==> config.mk <==
export PLATFORM = sky130hd
export DESIGN_NAME = stream_traffic_sequencer_flat
export DESIGN_NICKNAME = d
export VERILOG_FILES = /design/src/rtl/stream_traffic_sequencer_if.sv /design/src/rtl/stream_traffic_sequencer.sv /design/src/flat_wrapper.sv
export SDC_FILE = /design/constraint.sdc
export NUM_CORES = 1
export LEC_CHECK = 0
export ABC_AREA = 1
export ABC_CLOCK_PERIOD_IN_PS = 7100
export CAP_MARGIN = 20
export CELL_PAD_IN_SITES_DETAIL_PLACEMENT = 1
export CELL_PAD_IN_SITES_GLOBAL_PLACEMENT = 1
export CORE_ASPECT_RATIO = 0.5
export CORE_MARGIN = 4
export CORE_UTILIZATION = 43
export CTS_BUF_LIST = sky130_fd_sc_hd__clkbuf_4 sky130_fd_sc_hd__clkbuf_8
export CTS_CLUSTER_DIAMETER = 200
export DETAILED_ROUTE_END_ITERATION = 12
export PLACE_DENSITY = 0.94
export SLEW_MARGIN = 20
export SYNTH_ARGS = -nofsm -noshare
export SYNTH_HDL_FRONTEND = slang
export SYNTH_SLANG_ARGS = --single-unit
export TNS_END_PERCENT = 30
==> constraint.sdc <==
create_clock -name clk -period 7.1 [get_ports clk]
set_input_delay 1.065 -clock clk [delete_from_list [all_inputs] [get_ports clk]]
set_output_delay 1.065 -clock clk [all_outputs]
set_load 0.03 [all_outputs]
==> src/rtl/stream_traffic_sequencer_if.sv <==
// Command-channel bundle for stream_traffic_sequencer: one write and one read
// valid/ready command channel, each carrying address, 1-based beat length and stream id.
interface stream_traffic_sequencer_if #(
    parameter int unsigned ADDR_W = 32
);
    logic              wr_cmd_valid;
    logic              wr_cmd_ready;
    logic [ADDR_W-1:0] wr_addr;
    logic [6:0]        wr_len;
    logic [7:0]        wr_stream;

    logic              rd_cmd_valid;
    logic              rd_cmd_ready;
    logic [ADDR_W-1:0] rd_addr;
    logic [6:0]        rd_len;
    logic [7:0]        rd_stream;

    modport master (
        output wr_cmd_valid, wr_addr, wr_len, wr_stream,
        input  wr_cmd_ready,
        output rd_cmd_valid, rd_addr, rd_len, rd_stream,
        input  rd_cmd_ready
    );

    modport slave (
        input  wr_cmd_valid, wr_addr, wr_len, wr_stream,
        output wr_cmd_ready,
        input  rd_cmd_valid, rd_addr, rd_len, rd_stream,
        output rd_cmd_ready
    );
endinterface

==> src/rtl/stream_traffic_sequencer.sv <==
// Sweeps per-stream address regions with write bursts, then cycles read bursts once a full
// write pass is done. Define TRAFFIC_RAND_EN for LFSR-chosen streams/write lengths after pass 0.
module stream_traffic_sequencer #(
    parameter int unsigned N_STREAMS    = 144,
    parameter int unsigned N_RD_STREAMS = 12,
    parameter int unsigned STREAM_BEATS = 3600,
    parameter int unsigned WR_BURST_MAX = 8,
    parameter int unsigned RD_BURST_MAX = 20,
    parameter int unsigned STREAM_SHIFT = 20,
    parameter int unsigned N_ITER       = 0,
    parameter int unsigned ADDR_W       = 32
) (
    input  logic                        clk,
    input  logic                        reset,
    input  logic                        en,
    stream_traffic_sequencer_if.master  cmd,
    output logic [7:0]                  iter_num,
    output logic                        busy,
    output logic                        done
);

    typedef enum logic [1:0] {W_IDLE, W_BURST, W_NEXT, W_DONE} wr_state_e;
    typedef enum logic [1:0] {R_IDLE, R_BURST, R_NEXT} rd_state_e;

    localparam logic [16:0] BEATS   = 17'(STREAM_BEATS);
    localparam logic [7:0]  LAST_WR = 8'(N_STREAMS - 1);
    localparam logic [7:0]  LAST_RD = 8'(N_RD_STREAMS - 1);
    localparam logic [6:0]  RD_DES  = 7'(RD_BURST_MAX);

    // Clamp so a burst never crosses a 64-beat (4 KB) page or the end of the stream.
    function automatic logic [6:0] burst_len(input logic [15:0] beat, input logic [6:0] desired);
        logic [16:0] rem_stream;
        logic [6:0]  rem_page;
        logic [6:0]  len;
        rem_stream = BEATS - {1'b0, beat};
        rem_page   = 7'd64 - {1'b0, beat[5:0]};
        len        = desired;
        if (rem_page < len) len = rem_page;
        if (rem_stream < {10'd0, len}) len = rem_stream[6:0];
        return len;
    endfunction

    function automatic logic [ADDR_W-1:0] cmd_addr(input logic [7:0] stream, input logic [15:0] beat);
        return (ADDR_W'(stream) << STREAM_SHIFT) | (ADDR_W'(beat) << 6);
    endfunction

    wr_state_e         wr_state_q, wr_state_d;
    logic [15:0]       wr_beat_q, wr_beat_d;
    logic [7:0]        wr_stream_q, wr_stream_d;
    logic              wr_valid_q, wr_valid_d;
    logic [ADDR_W-1:0] wr_addr_q, wr_addr_d;
    logic [6:0]        wr_len_q, wr_len_d;
    logic [7:0]        iter_q, iter_d;

    rd_state_e         rd_state_q, rd_state_d;
    logic [15:0]       rd_beat_q, rd_beat_d;
    logic [7:0]        rd_stream_q, rd_stream_d;
    logic              rd_valid_q, rd_valid_d;
    logic [ADDR_W-1:0] rd_addr_q, rd_addr_d;
    logic [6:0]        rd_len_q, rd_len_d;
    logic              rd_ran_q, rd_ran_d;

    logic              busy_q, busy_d;
    logic              done_q, done_d;

    logic [16:0]       wr_sum, rd_sum;
    logic              wr_last, rd_last;
    logic [7:0]        iter_inc, wr_seq, wr_next, rd_seq;
    logic [6:0]        wr_des;

`ifdef TRAFFIC_RAND_EN
    logic [31:0]       lfsr_q, lfsr_d;

    always_comb begin
        lfsr_d = {1'b0, lfsr_q[31:1]} ^ (lfsr_q[0] ? 32'h8020_0003 : '0);
    end
`endif

    always_comb begin
        wr_state_d  = wr_state_q;
        wr_beat_d   = wr_beat_q;
        wr_stream_d = wr_stream_q;
        wr_valid_d  = wr_valid_q;
        wr_addr_d   = wr_addr_q;
        wr_len_d    = wr_len_q;
        iter_d      = iter_q;

        wr_sum   = {1'b0, wr_beat_q} + {10'd0, wr_len_q};
        wr_last  = (wr_stream_q == LAST_WR);
        iter_inc = (iter_q == 8'hFF) ? iter_q : iter_q + 8'd1;
        wr_seq   = wr_last ? '0 : wr_stream_q + 8'd1;
`ifdef TRAFFIC_RAND_EN
        wr_des   = (lfsr_q[6:0] & 7'(WR_BURST_MAX - 1)) + 7'd1;
        // Stream order turns random once the iteration being started is >= 1.
        wr_next  = ((wr_last ? iter_inc : iter_q) != 8'd0)
                   ? 8'(lfsr_q[15:0] % 16'(N_STREAMS)) : wr_seq;
`else
        wr_des   = 7'(WR_BURST_MAX);
        wr_next  = wr_seq;
`endif

        case (wr_state_q)
            W_IDLE: begin
                if (en) begin
                    wr_state_d  = W_BURST;
                    wr_beat_d   = '0;
                    wr_stream_d = '0;
                    wr_valid_d  = 1'b1;
                    wr_addr_d   = cmd_addr(8'd0, 16'd0);
                    wr_len_d    = burst_len(16'd0, wr_des);
                end
            end
            W_BURST: begin
                if (wr_valid_q && cmd.wr_cmd_ready) begin
                    wr_beat_d = wr_sum[15:0];
                    if (wr_sum == BEATS) begin
                        wr_state_d = W_NEXT;
                        wr_valid_d = 1'b0;
                    end else begin
                        wr_addr_d = cmd_addr(wr_stream_q, wr_sum[15:0]);
                        wr_len_d  = burst_len(wr_sum[15:0], wr_des);
                    end
                end
            end
            W_NEXT: begin
                wr_beat_d = '0;
                if (wr_last) iter_d = iter_inc;
                if (wr_last && (N_ITER != 0) && (32'(iter_inc) == N_ITER)) begin
                    wr_state_d = W_DONE;
                end else begin
                    wr_state_d  = W_BURST;
                    wr_stream_d = wr_next;
                    wr_valid_d  = 1'b1;
                    wr_addr_d   = cmd_addr(wr_next, 16'd0);
                    wr_len_d    = burst_len(16'd0, wr_des);
                end
            end
            W_DONE: begin
                wr_valid_d = 1'b0;
            end
        endcase
    end

    always_comb begin
        rd_state_d  = rd_state_q;
        rd_beat_d   = rd_beat_q;
        rd_stream_d = rd_stream_q;
        rd_valid_d  = rd_valid_q;
        rd_addr_d   = rd_addr_q;
        rd_len_d    = rd_len_q;
        rd_ran_d    = rd_ran_q;

        rd_sum  = {1'b0, rd_beat_q} + {10'd0, rd_len_q};
        rd_last = (rd_stream_q == LAST_RD);
        rd_seq  = rd_last ? '0 : rd_stream_q + 8'd1;

        case (rd_state_q)
            R_IDLE: begin
                // Starts only once, after the first complete write pass.
                if (!rd_ran_q && (iter_q != 8'd0)) begin
                    rd_state_d  = R_BURST;
                    rd_ran_d    = 1'b1;
                    rd_beat_d   = '0;
                    rd_stream_d = '0;
                    rd_valid_d  = 1'b1;
                    rd_addr_d   = cmd_addr(8'd0, 16'd0);
                    rd_len_d    = burst_len(16'd0, RD_DES);
                end
            end
            R_BURST: begin
                if (rd_valid_q && cmd.rd_cmd_ready) begin
                    rd_beat_d = rd_sum[15:0];
                    if (rd_sum == BEATS) begin
                        rd_state_d = R_NEXT;
                        rd_valid_d = 1'b0;
                    end else begin
                        rd_addr_d = cmd_addr(rd_stream_q, rd_sum[15:0]);
                        rd_len_d  = burst_len(rd_sum[15:0], RD_DES);
                    end
                end
            end
            R_NEXT: begin
                rd_beat_d = '0;
                if ((wr_state_q == W_DONE) && rd_last) begin
                    rd_state_d = R_IDLE;
                end else begin
                    rd_state_d  = R_BURST;
                    rd_stream_d = rd_seq;
                    rd_valid_d  = 1'b1;
                    rd_addr_d   = cmd_addr(rd_seq, 16'd0);
                    rd_len_d    = burst_len(16'd0, RD_DES);
                end
            end
            default: begin
                rd_state_d = R_IDLE;
                rd_valid_d = 1'b0;
            end
        endcase
    end

    // Status is derived from next-state so the registered flags line up with the FSM registers.
    always_comb begin
        busy_d = (wr_state_d == W_BURST) || (wr_state_d == W_NEXT) || (rd_state_d != R_IDLE);
        done_d = (wr_state_d == W_DONE) && (rd_state_d == R_IDLE) && rd_ran_d;
    end

    always_ff @(posedge clk) begin
        if (reset) begin
            wr_state_q  <= W_IDLE;
            wr_beat_q   <= '0;
            wr_stream_q <= '0;
            wr_valid_q  <= 1'b0;
            wr_addr_q   <= '0;
            wr_len_q    <= '0;
            iter_q      <= '0;
            rd_state_q  <= R_IDLE;
            rd_beat_q   <= '0;
            rd_stream_q <= '0;
            rd_valid_q  <= 1'b0;
            rd_addr_q   <= '0;
            rd_len_q    <= '0;
            rd_ran_q    <= 1'b0;
            busy_q      <= 1'b0;
            done_q      <= 1'b0;
`ifdef TRAFFIC_RAND_EN
            lfsr_q      <= 32'hACE1_ACE1;
`endif
        end else begin
            wr_state_q  <= wr_state_d;
            wr_beat_q   <= wr_beat_d;
            wr_stream_q <= wr_stream_d;
            wr_valid_q  <= wr_valid_d;
            wr_addr_q   <= wr_addr_d;
            wr_len_q    <= wr_len_d;
            iter_q      <= iter_d;
            rd_state_q  <= rd_state_d;
            rd_beat_q   <= rd_beat_d;
            rd_stream_q <= rd_stream_d;
            rd_valid_q  <= rd_valid_d;
            rd_addr_q   <= rd_addr_d;
            rd_len_q    <= rd_len_d;
            rd_ran_q    <= rd_ran_d;
            busy_q      <= busy_d;
            done_q      <= done_d;
`ifdef TRAFFIC_RAND_EN
            lfsr_q      <= lfsr_d;
`endif
        end
    end

    assign cmd.wr_cmd_valid = wr_valid_q;
    assign cmd.wr_addr      = wr_addr_q;
    assign cmd.wr_len       = wr_len_q;
    assign cmd.wr_stream    = wr_stream_q;
    assign cmd.rd_cmd_valid = rd_valid_q;
    assign cmd.rd_addr      = rd_addr_q;
    assign cmd.rd_len       = rd_len_q;
    assign cmd.rd_stream    = rd_stream_q;
    assign iter_num         = iter_q;
    assign busy             = busy_q;
    assign done             = done_q;

endmodule
==> src/flat_wrapper.sv <==
// flat-port wrapper written by rule: the top's interface ports become plain ports
module stream_traffic_sequencer_flat 
#(
    parameter int unsigned N_STREAMS    = 144,
    parameter int unsigned N_RD_STREAMS = 12,
    parameter int unsigned STREAM_BEATS = 3600,
    parameter int unsigned WR_BURST_MAX = 8,
    parameter int unsigned RD_BURST_MAX = 20,
    parameter int unsigned STREAM_SHIFT = 20,
    parameter int unsigned N_ITER       = 0,
    parameter int unsigned ADDR_W       = 32
)
  (clk, reset, en, iter_num, busy, done, cmd_wr_cmd_valid, cmd_wr_addr, cmd_wr_len, cmd_wr_stream, cmd_wr_cmd_ready, cmd_rd_cmd_valid, cmd_rd_addr, cmd_rd_len, cmd_rd_stream, cmd_rd_cmd_ready);
  stream_traffic_sequencer_if #(.ADDR_W(ADDR_W)) cmd_i ();
  input  logic clk;
  input  logic reset;
  input  logic en;
  output logic [7:0] iter_num;
  output logic busy;
  output logic done;
  output wire logic [$bits(cmd_i.wr_cmd_valid)-1:0] cmd_wr_cmd_valid;
  output wire logic [$bits(cmd_i.wr_addr)-1:0] cmd_wr_addr;
  output wire logic [$bits(cmd_i.wr_len)-1:0] cmd_wr_len;
  output wire logic [$bits(cmd_i.wr_stream)-1:0] cmd_wr_stream;
  input wire logic [$bits(cmd_i.wr_cmd_ready)-1:0] cmd_wr_cmd_ready;
  output wire logic [$bits(cmd_i.rd_cmd_valid)-1:0] cmd_rd_cmd_valid;
  output wire logic [$bits(cmd_i.rd_addr)-1:0] cmd_rd_addr;
  output wire logic [$bits(cmd_i.rd_len)-1:0] cmd_rd_len;
  output wire logic [$bits(cmd_i.rd_stream)-1:0] cmd_rd_stream;
  input wire logic [$bits(cmd_i.rd_cmd_ready)-1:0] cmd_rd_cmd_ready;
  assign cmd_wr_cmd_valid = cmd_i.wr_cmd_valid;
  assign cmd_wr_addr = cmd_i.wr_addr;
  assign cmd_wr_len = cmd_i.wr_len;
  assign cmd_wr_stream = cmd_i.wr_stream;
  assign cmd_i.wr_cmd_ready = cmd_wr_cmd_ready;
  assign cmd_rd_cmd_valid = cmd_i.rd_cmd_valid;
  assign cmd_rd_addr = cmd_i.rd_addr;
  assign cmd_rd_len = cmd_i.rd_len;
  assign cmd_rd_stream = cmd_i.rd_stream;
  assign cmd_i.rd_cmd_ready = cmd_rd_cmd_ready;
  stream_traffic_sequencer #(.N_STREAMS(N_STREAMS), .N_RD_STREAMS(N_RD_STREAMS), .STREAM_BEATS(STREAM_BEATS), .WR_BURST_MAX(WR_BURST_MAX), .RD_BURST_MAX(RD_BURST_MAX), .STREAM_SHIFT(STREAM_SHIFT), .N_ITER(N_ITER), .ADDR_W(ADDR_W)) u_core (.clk(clk), .reset(reset), .en(en), .cmd(cmd_i), .iter_num(iter_num), .busy(busy), .done(done));
endmodule
# ---- Word-level counts from Yosys, hierarchy flattened
# Index checks and enable logic that the tools add are counted.
dict set report word_totals {
  reg_bits 143
  input_bits 5
  output_inout_bits 106
}
dict set report op_classes {
  n_eq_ne 22
  bitwise_logic 3
  n_addsub 9
  magnitude_cmp 4
  muxes 61
  n_reduce_logical 27
}
# cell count
set op_table {}
lappend op_table {{32-bit 2-to-1 mux} 7}
lappend op_table {{32-bit case mux with 3 select lines} 2}
lappend op_table {{7-bit 2-to-1 mux} 17}
lappend op_table {{16-bit case mux with 3 select lines} 2}
lappend op_table {{16-bit 2-to-1 mux} 4}
lappend op_table {{28-bit by 22-bit bitwise OR with 28-bit output} 2}
lappend op_table {{7-bit case mux with 3 select lines} 2}
lappend op_table {{8-bit 2-to-1 mux} 5}
lappend op_table {{16-bit by 7-bit adder with 17-bit output} 2}
lappend op_table {{17-bit by 12-bit equality test with 1-bit output, second input constant} 2}
lappend op_table {{17-bit by 7-bit < comparator with 1-bit output} 2}
lappend op_table {{12-bit by 16-bit subtractor with 17-bit output, first input constant} 2}
lappend op_table {{8-bit case mux with 2 select lines} 2}
lappend op_table {{8-bit by 1-bit adder with 8-bit output, second input constant} 3}
lappend op_table {{8-bit equality test, second input constant} 2}
lappend op_table {{3-bit AND reduction} 5}
lappend op_table {{7-bit by 6-bit subtractor with 7-bit output, first input constant} 2}
lappend op_table {{2-bit 2-to-1 mux} 6}
lappend op_table {{2-bit case mux with 3 select lines} 2}
lappend op_table {{2-bit equality test, second input constant} 5}
lappend op_table {{1-bit 2-to-1 mux} 10}
lappend op_table {{2-bit by 1-bit inequality test with 1-bit output, second input constant} 5}
lappend op_table {{8-bit by 4-bit equality test with 1-bit output, second input constant} 1}
lappend op_table {{2-bit inequality test, second input constant} 4}
lappend op_table {{16 further kinds} 30}

# ---- Longest topological paths before layout
# Gate-level depths: netlist of the first run.
dict set report depth {
  depth_word 12
  depth_mapped 24
  ltp_nobuf 24
}

# ---- Worst setup path after synthesis of the first run
# No wires, ideal clock.
dict set report synth_timing {
  path_type {reg2reg}
  from {reg u_core.rd_len_q[0] (netlist: u_core.cmd.rd_len[0])}
  to {reg u_core.rd_len_q[4] (netlist: u_core.cmd.rd_len[4])}
  setup_slack_ns 3.792
  arrival_ns 3.199
  required_time_ns 6.991
  stages_incl_launch_ff 22
  n_path_buf 0
  path_cell_list {dfxtp_1 ha_1 inv_1 fa_1 ha_1 inv_1 nor2_1 nand3_1 nand2_1 and2_1 inv_1 o211ai_1 nor2_1 ha_1 nand2_1 a21oi_1 nor2_1 nand3_1 o21ai_0 nand3_1 nand2_1 inv_1}
}
dict set report synth_between {
  elab_chain_len 12
}
# element line_no
set synth_rtl {}
lappend synth_rtl {{from (decl)} stream_traffic_sequencer.sv:60} ;# logic [6:0] rd_len_q, rd_len_d;
lappend synth_rtl {{from (signal assigned)} stream_traffic_sequencer.sv:241} ;# rd_len_q <= rd_len_d;
lappend synth_rtl {{16-bit by 7-bit adder with 17-bit output (*)} stream_traffic_sequencer.sv:153} ;# rd_sum = {1'b0, rd_beat_q} + {10'd0, rd_len_q};
lappend synth_rtl {{7-bit by 6-bit subtractor with 7-bit output} stream_traffic_sequencer.sv:36} ;# rem_page = 7'd64 - {1'b0, beat[5:0]};
lappend synth_rtl {{7-bit by 5-bit < comparator with 1-bit output} stream_traffic_sequencer.sv:38} ;# if (rem_page < len) len = rem_page;
lappend synth_rtl {{7-bit 2-to-1 mux} stream_traffic_sequencer.sv:38}
lappend synth_rtl {{7-bit 2-to-1 mux} stream_traffic_sequencer.sv:173} ;# if (rd_sum == BEATS) begin
lappend synth_rtl {{7-bit 2-to-1 mux} stream_traffic_sequencer.sv:171} ;# if (rd_valid_q && cmd.rd_cmd_ready) begin
lappend synth_rtl {{7-bit 2-to-1 mux} stream_traffic_sequencer.sv:157} ;# case (rd_state_q)
lappend synth_rtl {{17-bit by 7-bit < comparator with 1-bit output} stream_traffic_sequencer.sv:39} ;# if (rem_stream < {10'd0, len}) len = rem_stream[6:0];
lappend synth_rtl {{7-bit 2-to-1 mux} stream_traffic_sequencer.sv:39}
lappend synth_rtl {{7-bit 2-to-1 mux} stream_traffic_sequencer.sv:173}
lappend synth_rtl {{7-bit 2-to-1 mux} stream_traffic_sequencer.sv:171}
lappend synth_rtl {{7-bit case mux with 3 select lines} stream_traffic_sequencer.sv:157}
# Mark *: on every way between the ends. The rest lies on a longest branch, timed or not. The select of a mux whose other input is x is not followed.
# A chain may end at the register's enable or synchronous reset.

# ---- Worst setup path after layout of the first run
dict set report layout_timing {
  from {reg u_core.rd_state_q[1]}
  to {reg u_core.rd_addr_q[19] (netlist: u_core.cmd.rd_addr[19])}
}
dict set report layout_between {
  elab_chain_len 3
}
# element line_no
set layout_rtl {}
lappend layout_rtl {{from (decl)} stream_traffic_sequencer.sv:55} ;# rd_state_e rd_state_q, rd_state_d;
lappend layout_rtl {{from (signal assigned)} stream_traffic_sequencer.sv:236} ;# rd_state_q <= rd_state_d;
lappend layout_rtl {{2-bit equality test, or another cell as far along} stream_traffic_sequencer.sv:157}
lappend layout_rtl {{2-bit inequality test (no source line), or another cell as far along} --}
lappend layout_rtl {{5-bit AND reduction (no source line)} --}
lappend layout_rtl {{to (signal assigned)} stream_traffic_sequencer.sv:240} ;# rd_addr_q <= rd_addr_d;
lappend layout_rtl {{to (decl)} stream_traffic_sequencer.sv:59} ;# logic [ADDR_W-1:0] rd_addr_q, rd_addr_d;
# Several ways; a longest one is shown, not always the timed one.

==> metrics.md, run 1 <==
| Metric | Value |
|---|---|
| Post-synth EDFFs | 0 |
| Clk slew on worst S/H paths | about 0.080 ns |
| Via Count | around 8200 |
| Hold_buf cts | 0 |
| Max Cap Violations | 0 |
| Wirelength per Cell | between 15 and 20 um |
| CP max stage cell | a31oi_4 |
| Fraction of registers with async set/reset | 0 |
| Ratio of final minimum period to clock period | 0.613 |
| Mapped cell area | roughly 7700 um2 |
| Min Tclk post-route | around 4.4 ns |
| Clock tree sinks | 123 |
| Synth-to-Final Area Change | 17.2% |
| Pins over their slew limit | 0 |
| H-tree depth | 4 |
| Die area | between 20000 and 25000 um2 |
| Worst path arrival time | between 4 and 5 ns |
| Final setup viols | 0 |
| Crit Path Max Fanout | 26 |
| Post-DR vias/cell | about 5.4 |
| RSZ-0062 raised after global routing | no |
| Post_cts resized | 0 |
| Total CTS buffers | 17 |
| Avg Inst Size Synth | 6.38 um2 |
| Sequential fraction of the synthesis area | 0.321 |
| Static leakage | slightly below 0.004 uW |
| Most frequent cells in the layout | nand2_1 (303), inv_1 (140), nor2_1 (137) |
| Rel. slew slack | 0.372 |
| Fin Hold WS | between 0.4 and 0.5 ns |
| Commonest non-fill, non-tap cell in the layout | nand2_1 |
| Worst skew pair latency | between 0.4 and 0.5 ns |
| Antenna viol nets, final | 0 |
| Top cells by area, synth | dfxtp_1 (32%), nand2_1 (15%), a21oi_1 (7.8%), nand3_1 (7.0%), inv_1 (6.9%) |
| Reg2reg setup slack | 2.75 ns |
| Post-DP HPWL | ~19000 um |
| Clock Tree Buf Depth | 2 |
| Synth Instances | about 1200 |
| Initial antenna violation count | 0 |
| Worst Clk Skew | 0.0107 ns |
| Ant diodes | 0 |
| Initial Util | 0.440 |
| Synth Register Bits | around 120 |
| Gpl congestion | around 0.88 |
| Synth area leader | dfxtp_1 |
| Count of input and output buffers | 90 |
| Required @ worst endpoint | around 7.4 ns |
| Worst path most repeated cell | inv_1 |
| Die H | 102 um |
| Post-synth top area share | 0.321 |
| Yosys warning count | 0 |
| Yosys cell types | 45 |
| Largest net degree at the start of global routing | between 70 and 80 |
| Synth Flop Type | dfxtp_1 |
| VDD IR-drop max | 0.000137 V |
| Initial drt markers | about 450 |
| Final net count | 1320 |
| Slowest stage delay, CP | 0.64 ns |
| Worst path cell trace | inv_1 > ha_1 > inv_1 > o21ai_1 > nor2_2 > inv_1 > nor2_4 > inv_1 > a31oi_4 > o21ai_0 > o21ai_0 > nor2_1 |
| Top achievable clock speed | approximately 230 MHz |
| CTS tree | done |
| First-pass DRT Iterations | 5 |
| Setup repair bufs after CTS | 0 |
| Chip Width | 197 um |
| Row cnt | 34 |
| Drt total wl | about 26000 um |
| Residual DRC count | 0 |
| Pwr Density | between 150 and 200 nW/um2 |
| Worst setup path class | reg -> reg |
| Root buffer cell | clkbuf_8 |
| Critical path capture point type | flop |
| Core area | 17400 um2 |
| Status | finished clean |
| Startpoint Class | flop |
| Share of cells above drive strength 1 | 0.0604 |
| Worst Max-Slew Pin Slew | 0.941 ns |
| Fin. Hold Viols | 0 |
| Post-route setup TNS | 0 ns |
| First-pass GRT wire length | ~42000 um |
| Classification of the worst-slack hold path | reg -> reg |
| IO Count | around 110 |
| Total gr overflow | 0 |
| GRT Total Usage | 0.254 |
| Vias in the first global route | between 8000 and 9000 |
==> synthesized netlist by cell type, types with 3 or more instances <==
| cell | n |
|---|---|
| nand2_1 | 303 |
| inv_1 | 141 |
| nor2_1 | 137 |
| dfxtp_1 | 123 |
| a21oi_1 | 119 |
| nand3_1 | 107 |
| o21ai_0 | 60 |
| ha_1 | 32 |
| clkbuf_1 | 24 |
| buf_4 | 21 |
| nor3_1 | 20 |
| nand2_2 | 18 |
| nand4_1 | 16 |
| o21ai_1 | 15 |
| xor2_1 | 6 |
| buf_6 | 5 |
| nor2_2 | 5 |
| nor2_4 | 5 |
| inv_2 | 4 |
| buf_1 | 3 |
| nand3b_1 | 3 |
| nor3b_1 | 3 |
==> critical path, delay by kind of cell (launching register included) <==
family	cells	cell delay [ns]
AND/OR/NAND/NOR	3	0.89
adder cells (fa/ha/maj)	1	0.51
flip-flops	1	0.37
AO/OA/AOI/OAI	4	1.18
buffers and inverters	4	1.24
==> metal layers <==
layer	share of wire	global-route usage	vias up	wire length, um
met2	0.51	0.470	193	13000
met3	0.043	0.0494	41	1100
li1	-	-	3990	-
met4	0.019	0.0809	0	489
met5	0	0	-	0
met1	0.43	0.301	3979	11100
==> final timing paths <==
| path | startpoint | to | cells after the start |
|---|---|---|---|
| max | u_core.rd_state_q[1]$_SDFF_PP0_ | u_core.cmd.rd_addr[19]$_SDFFE_PP0P_ | 12 |
| min | u_core.cmd.wr_addr[6]$_SDFFE_PP0P_ | u_core.cmd.wr_addr[6]$_SDFFE_PP0P_ | 2 |
| max reg2reg | u_core.rd_state_q[1]$_SDFF_PP0_ | u_core.cmd.rd_addr[19]$_SDFFE_PP0P_ | 12 |
| min reg2reg | u_core.cmd.wr_addr[6]$_SDFFE_PP0P_ | u_core.cmd.wr_addr[6]$_SDFFE_PP0P_ | 2 |
==> cell families (layout without fill, tap and decap cells) <==
logic type | after synthesis | count (layout) | share of synthesized area
DFF | 123 | 123 | 0.321
adders and majority gates | 34 | 34 | 0.0574
and+or+nand+nor | 626 | 626 | 0.351
other | 2 | 22 | 0.000979
buffers and inverters | 200 | 270 | 0.113
xor gates and xnor gates | 9 | 9 | 0.0113
AOI/OAI and AO/OA | 208 | 208 | 0.145
==> final cells by class <==
type,instances,area [um2]
timing repair buffer,95,933
sequential,123,2460
clock inverter,10,77.6
inverter,145,544
fill,2386,8450
clock buffer,20,263
multi-input combinational,899,4420
tap,234,293
==> where the power goes <==
| group | leakage [uW] | switching (uW) | total [uW] | internal [uW] |
|---|---|---|---|---|
| clock | 0.000184 | 290 | 573 | 284 |
| combinational | 0.00266 | 229 | 322 | 93.3 |
| sequential | 0.000995 | 26.8 | 746 | 719 |
| total | 0.00384 | 545 | 1640 | 1100 |
==> sequential cells by signal, indices dropped and copies added (netlist names) <==
register and cells:
u_core.cmd.rd_addr 22, u_core.cmd.wr_addr 22, u_core.rd_beat_q 16, u_core.wr_beat_q 16, u_core.cmd.rd_stream 8, u_core.cmd.wr_stream 8
u_core.iter_num 8, u_core.cmd.rd_len 7, u_core.cmd.wr_len 7, u_core.rd_state_q 2, u_core.wr_state_q 2, u_core.busy 1
u_core.cmd.rd_cmd_valid 1, u_core.cmd.wr_cmd_valid 1, u_core.done 1, u_core.rd_ran_q 1
==> through the flow <==
stage / cell area (um2) / instances / setup slack [ns] / util / total power [uW]
after floorplan: 7750 / 1222 / 3.79 / - / 981
after global placement: 8640 / 1495 / 2.95 / 0.495 / 1070
after detailed placement: 8640 / 1495 / 2.77 / 0.495 / 1080
after CTS: 8980 / 1525 / 2.83 / 0.515 / 1640
after global routing: 8990 / 1526 / 2.42 / 0.515 / 1710
final: 8990 / 1526 / 2.75 / 0.515 / 1640
Power figures use the tool's default switching activity.
==> run 2, diff against run 1 <==
--- a/config.mk
+++ b/config.mk
@@ -6,17 +6,17 @@
 export NUM_CORES = 1
 export LEC_CHECK = 0
 export ABC_AREA = 1
-export ABC_CLOCK_PERIOD_IN_PS = 7100
+export ABC_CLOCK_PERIOD_IN_PS = 4200
 export CAP_MARGIN = 20
 export CELL_PAD_IN_SITES_DETAIL_PLACEMENT = 1
 export CELL_PAD_IN_SITES_GLOBAL_PLACEMENT = 1
 export CORE_ASPECT_RATIO = 0.5
 export CORE_MARGIN = 4
-export CORE_UTILIZATION = 43
+export CORE_UTILIZATION = 40
 export CTS_BUF_LIST = sky130_fd_sc_hd__clkbuf_4 sky130_fd_sc_hd__clkbuf_8
 export CTS_CLUSTER_DIAMETER = 200
 export DETAILED_ROUTE_END_ITERATION = 12
-export PLACE_DENSITY = 0.94
+export PLACE_DENSITY = 0.88
 export SLEW_MARGIN = 20
 export SYNTH_ARGS = -nofsm -noshare
 export SYNTH_HDL_FRONTEND = slang
==> constraint.sdc (replaced) <==
create_clock -name clk -period 4.2 [get_ports clk]
set_input_delay 0.63 -clock clk [delete_from_list [all_inputs] [get_ports clk]]
set_output_delay 0.63 -clock clk [all_outputs]
set_load 0.03 [all_outputs]
==> run 2 against run 1 <==
  * Register-to-register slack lost 2.2 ns
  * Sequential cell count did not move
  * Sequential power rose by 69%
  * Setup slack worse by 2.2 ns
  * Non-clock buffer count is 5 higher
  * Via count down 1.5%
  * Clock-buffer cell count rose by 1
  * Maximum frequency rose by 18%
==> metrics.md, run 2 (same netlist as run 1, synthesis figures left out) <==
| Metric | Value |
|---|---|
| Post-route setup TNS | 0 ns |
| Gpl congestion | around 0.85 |
| Status | finished clean |
| Static leakage | 0.00389 uW |
| IO Count | 111 |
| Sequential standard cell area | about 2500 um2 |
| Startpoint Class | flop |
| Worst Max-Slew Pin Slew | 1.03 ns |
| Top achievable clock speed | between 200 and 300 MHz |
| Wirelength per Cell | 16.0 um |
| Post_cts resized | 0 |
| Worst path arrival time | just over 4 ns |
| Share of cells above drive strength 1 | 0.0640 |
| GRT Total Usage | 0.235 |
| Synth-to-Final Area Change | 18.7% |
| Final core utilization | 0.489 |
| Fin Hold WS | roughly 0.47 ns |
| Final worst slack | ~0.53 ns |
| Drt total wl | 24900 um |
| H-tree depth | 4 |
| Row cnt | 35 |
| Clock Tree Buf Depth | 2 |
| Hold_buf cts | 0 |
| Ratio of final minimum period to clock period | 0.875 |
| Crit Path Max Fanout | 4 |
| First-pass GRT wire length | 41700 um |
| Total CTS buffers | 17 |
| Count of input and output buffers | 90 |
| Pins over their slew limit | 0 |
| Worst setup path class | reg -> reg |
| Ant diodes | 0 |
| Via Count | 8079 |
| Final net count | between 1000 and 1500 |
| Core area | roughly 19000 um2 |
| Vias in the first global route | between 8000 and 9000 |
| Initial Util | 0.412 |
| Most frequent cells in the layout | nand2_1 (303), inv_1 (140), nor2_1 (137) |
| Pwr Density | around 320 nW/um2 |
| Min Tclk post-route | about 3.7 ns |
| Antenna viol nets, final | 0 |
| Commonest non-fill, non-tap cell in the layout | nand2_1 |
| Post-DR vias/cell | roughly 5.2 |
| First-pass DRT Iterations | 4 |
| Root buffer cell | clkbuf_8 |
| Max Cap Violations | 0 |
| Clock tree sinks | between 100 and 150 |
| Critical path capture point type | flop |
| Fin. Hold Viols | 0 |
| RSZ-0062 raised after global routing | no |
| Fin area | between 9000 and 10000 um2 |
| Worst Clk Skew | ~0.014 ns |
| FILL cells | roughly 2500 |
| Chip Width | 204 um |
| Dpl ws | roughly 0.56 ns |
| Residual DRC count | 0 |
| Initial antenna violation count | 0 |
| Largest net degree at the start of global routing | 70 |
| CTS tree | done |
| Dpl cell area | around 8700 um2 |
| Post-DP HPWL | 18100 um |
| Die H | ~110 um |
| Die area | 21600 um2 |
| Required @ worst endpoint | roughly 4.6 ns |
| Total gr overflow | 0 |
| Final setup viols | 0 |
| Worst skew pair latency | 0.47 ns |
| Classification of the worst-slack hold path | reg -> reg |
| Rel. slew slack | 0.312 |
| Setup repair bufs after CTS | 0 |
| Clk slew on worst S/H paths | roughly 0.07 ns |
| VDD IR-drop max | roughly 0.00026 V |
| Initial drt markers | 362 |
| Area occupied by multi-input gates | ~4400 um2 |
[run 2: metal layers]
metal / up-vias / track usage / part of all wire
met5: - / 0 / 0
met4: 0 / 0.0837 / 0.027
met3: 51 / 0.0524 / 0.037
met2: 143 / 0.410 / 0.48
met1: 3876 / 0.286 / 0.45
li1: 4009 / - / -
[run 2: per-stage QoR]
step                instances  total power [uW]
global route             1556              3040
floorplan                1222              1660
global placement         1526              1820
finish                   1556              2910
detailed placement       1526              1820
CTS                      1556              2930
[run 2: area by class of cell]
| cell class | count | area share |
|---|---|---|
| multi-input cells | 899 | 0.485 |
| flip-flops and latches | 123 | 0.270 |
| repair buffers | 100 | 0.107 |
| inverters | 145 | 0.0598 |
| well taps | 259 | 0.0356 |
| clock buffers | 21 | 0.0290 |
| clock inverters | 9 | 0.0136 |
[run 2: path summary, 6_finish.rpt]
kind / depth (start not counted) / endpoint / start / slack [ns]
max reg2reg: 20 / u_core.cmd.rd_len[5]$_SDFFE_PP0P_ / u_core.cmd.rd_len[0]$_SDFFE_PP0P_ / 0.53
max: 20 / u_core.cmd.rd_len[5]$_SDFFE_PP0P_ / u_core.cmd.rd_len[0]$_SDFFE_PP0P_ / 0.53
min: 2 / u_core.cmd.rd_addr[14]$_SDFFE_PP0P_ / u_core.cmd.rd_addr[14]$_SDFFE_PP0P_ / 0.47
min reg2reg: 2 / u_core.cmd.rd_addr[14]$_SDFFE_PP0P_ / u_core.cmd.rd_addr[14]$_SDFFE_PP0P_ / 0.47
[run 2: critical path, stage by stage (launching register included)]
cell and delay, ns:
dfxtp_1 0.37, ha_1 0.20, inv_1 0.07, fa_1 0.53, ha_1 0.16, inv_1 0.05, nor2_1 0.15, nand3_1 0.13
nand2_1 0.11, and2_1 0.20, inv_1 0.09, o211ai_1 0.34, nor2_1 0.08, ha_1 0.27, nand2_1 0.07, a21oi_1 0.06
nor2_1 0.13, nand3_1 0.18, nor2_1 0.19, nand2_1 0.07, a21oi_1 0.14
[run 2: where the power goes]
part	switching, uW	internal [uW]
clock	509	601
sequential	42.9	1220
combinational	384	158
total	936	1980
==> run 3, diff against run 2 <==
--- a/config.mk
+++ b/config.mk
@@ -7,7 +7,7 @@
 export LEC_CHECK = 0
 export ABC_AREA = 1
 export ABC_CLOCK_PERIOD_IN_PS = 4200
-export CAP_MARGIN = 20
+export CAP_MARGIN = 30
 export CELL_PAD_IN_SITES_DETAIL_PLACEMENT = 1
 export CELL_PAD_IN_SITES_GLOBAL_PLACEMENT = 1
 export CORE_ASPECT_RATIO = 0.5
@@ -16,6 +16,7 @@
 export CTS_BUF_LIST = sky130_fd_sc_hd__clkbuf_4 sky130_fd_sc_hd__clkbuf_8
 export CTS_CLUSTER_DIAMETER = 200
 export DETAILED_ROUTE_END_ITERATION = 12
+export GPL_TIMING_DRIVEN = 0
 export PLACE_DENSITY = 0.88
 export SLEW_MARGIN = 20
 export SYNTH_ARGS = -nofsm -noshare
==> run 3 against run 2 <==
  * Sequential cell count unchanged
  * Utilization increased by 1.7 points
  * Wire length increased by 8.5%
  * Setup slack got worse by 0.13 ns
  * Cell area increased by 3.5%
  * Critical path depth unchanged
  * First-iteration DRC count increased by 18%
  * Sequential share of layout area decreased by 0.92 points
  * Cell count increased by 3.0%
  * Critical path type unchanged
  * Critical endpoint unchanged
  * Largest cell class unchanged
==> metrics.md, run 3 (same netlist as run 1, synthesis figures left out) <==
| Metric | Value |
|---|---|
| Slowest stage delay, CP | 0.54 ns |
| Pins over their slew limit | 0 |
| Ratio of final minimum period to clock period | 0.905 |
| Die area | 21600 um2 |
| Root buffer cell | clkbuf_8 |
| Max Cap Violations | 0 |
| First-pass GRT wire length | 44600 um |
| VDD IR-drop max | between 0.0002 and 0.00025 V |
| Final net count | 1369 |
| Critical path capture point type | flop |
| Startpoint Class | flop |
| Worst Clk Skew | approximately 0.016 ns |
| Initial Util | 0.412 |
| Share of cells above drive strength 1 | 0.0767 |
| Clk slew on worst S/H paths | roughly 0.090 ns |
| CTS tree | done |
| Chip Width | a little over 200 um |
| Crit Path Max Fanout | 4 |
| Dpl cell area | 8960 um2 |
| Clock Tree Buf Depth | 2 |
| Vias in the first global route | around 9000 |
| Top achievable clock speed | roughly 260 MHz |
| Static leakage | slightly above 0.004 uW |
| Hold_buf cts | 0 |
| Most frequent cells in the layout | nand2_1 (303), inv_1 (141), nor2_1 (136) |
| Total gr overflow | 0 |
| Worst Hold Path Cells | 2 |
| Initial antenna violation count | 0 |
| Worst path most repeated cell | nand2_1 |
| Largest net degree at the start of global routing | 17 |
| Min Tclk post-route | ~3.8 ns |
| RSZ-0062 raised after global routing | no |
| Die H | between 100 and 150 um |
| Rel. slew slack | 0.431 |
| Row cnt | 35 |
| Initial drt markers | 426 |
| Final setup viols | 0 |
| Total CTS buffers | 17 |
| Worst setup path class | reg -> reg |
| R2R depth | 20 |
| Classification of the worst-slack hold path | reg -> reg |
| First-pass DRT Iterations | 5 |
| IO Count | 111 |
| Fin. Hold Viols | 0 |
| Largest delay contributor family on the critical path | simple AND/OR/NAND/NOR gates |
| Fin area | 9430 um2 |
| Worst path cell trace | ha_1 > inv_1 > fa_1 > ha_1 > inv_1 > nor2_1 > nand3_1 > nand2_1 > nand2_1 > xnor2_1 > ha_1 > a21oi_1 > nand2_1 > nor2_1 > nand3_1 > nor2_1 > nand3_1 > nor2_2 > nand2_1 > a21oi_1 |
| Drt total wl | between 20000 and 30000 um |
| Post-DR vias/cell | roughly 5.2 |
| Worst path arrival time | 4.18 ns |
| Count of input and output buffers | 89 |
| Post-DP HPWL | between 20000 and 25000 um |
| Clock tree sinks | around 120 |
| Post-route setup TNS | 0 ns |
| GRT Total Usage | 0.254 |
| Status | finished clean |
| Pwr Density | roughly 330 nW/um2 |
| Ant diodes | 0 |
| WP buf/inv | 2 |
| Residual DRC count | 0 |
| CP max stage cell | fa_1 |
| Gpl congestion | 0.890 |
| Total power | around 3100 uW |
| Via Count | 8337 |
| Antenna viol nets, final | 0 |
| CP Depth | 20 |
| Wirelength per Cell | roughly 17 um |
| H-tree depth | 4 |
| Commonest non-fill, non-tap cell in the layout | nand2_1 |
| Synth-to-Final Area Change | 22.9% |
| Core area | 18600 um2 |
| Worst skew pair latency | around 0.47 ns |
| Fin Hold WS | ~0.47 ns |
| Worst Max-Slew Pin Slew | approximately 0.85 ns |
| Required @ worst endpoint | approximately 4.6 ns |
[run 3: worst paths after layout]
kind	startpoint	end	slack [ns]
max reg2reg	u_core.cmd.rd_len[0]$_SDFFE_PP0P_	u_core.cmd.rd_len[5]$_SDFFE_PP0P_	0.40
min	u_core.cmd.rd_addr[11]$_SDFFE_PP0P_	u_core.cmd.rd_addr[11]$_SDFFE_PP0P_	0.47
min reg2reg	u_core.cmd.rd_addr[11]$_SDFFE_PP0P_	u_core.cmd.rd_addr[11]$_SDFFE_PP0P_	0.47
max	u_core.cmd.rd_len[0]$_SDFFE_PP0P_	u_core.cmd.rd_len[5]$_SDFFE_PP0P_	0.40
[run 3: power breakdown]
group          switching, uW  internal (uW)  leakage [uW]
clock                    528            742      0.000227
sequential              45.2           1220      0.000995
combinational            408            187       0.00282
total                    981           2140       0.00405
[run 3: routing by layer]
metal / vias to the layer above / share of wire / routed length [um] / track usage
met5: - / 0 / 0 / 0
met4: 0 / 0.022 / 599 / 0.0774
met3: 45 / 0.047 / 1280 / 0.0546
met2: 196 / 0.48 / 12900 / 0.444
met1: 4002 / 0.45 / 12200 / 0.316
li1: 4094 / - / - / -
[run 3: stage by stage]
| step | utilization | cells | worst slack, ns |
|---|---|---|---|
| after floorplan | - | 1222 | 0.892 |
| after global placement | 0.482 | 1570 | 0.580 |
| after detailed placement | 0.482 | 1570 | 0.433 |
| after CTS | 0.506 | 1602 | 0.394 |
| after global routing | 0.506 | 1602 | 0.0232 |
| final | 0.506 | 1602 | 0.400 |
[run 3: tightest hold or removal path, cell delays in order, from the launching register on]
cell and delay (ns):
dfxtp_1 0.31, nand2_1 0.06, a21oi_1 0.06
[run 3: cell type report]
class	count	area, um2
inverter	145	544
sequential	123	2460
buffer	55	325
fill	2533	9190
clock buffer	21	270
timing repair buffer	89	891
clock inverter	11	191
tap	259	324
multi-input combinational	899	4420
[run 3: timing repair]
item / in CTS / in global routing
setup buffers: 0 / 0
resized for setup: 0 / 1
endpoints found under the hold margin: 0 / 0
endpoints found under the setup margin: 0 / 1
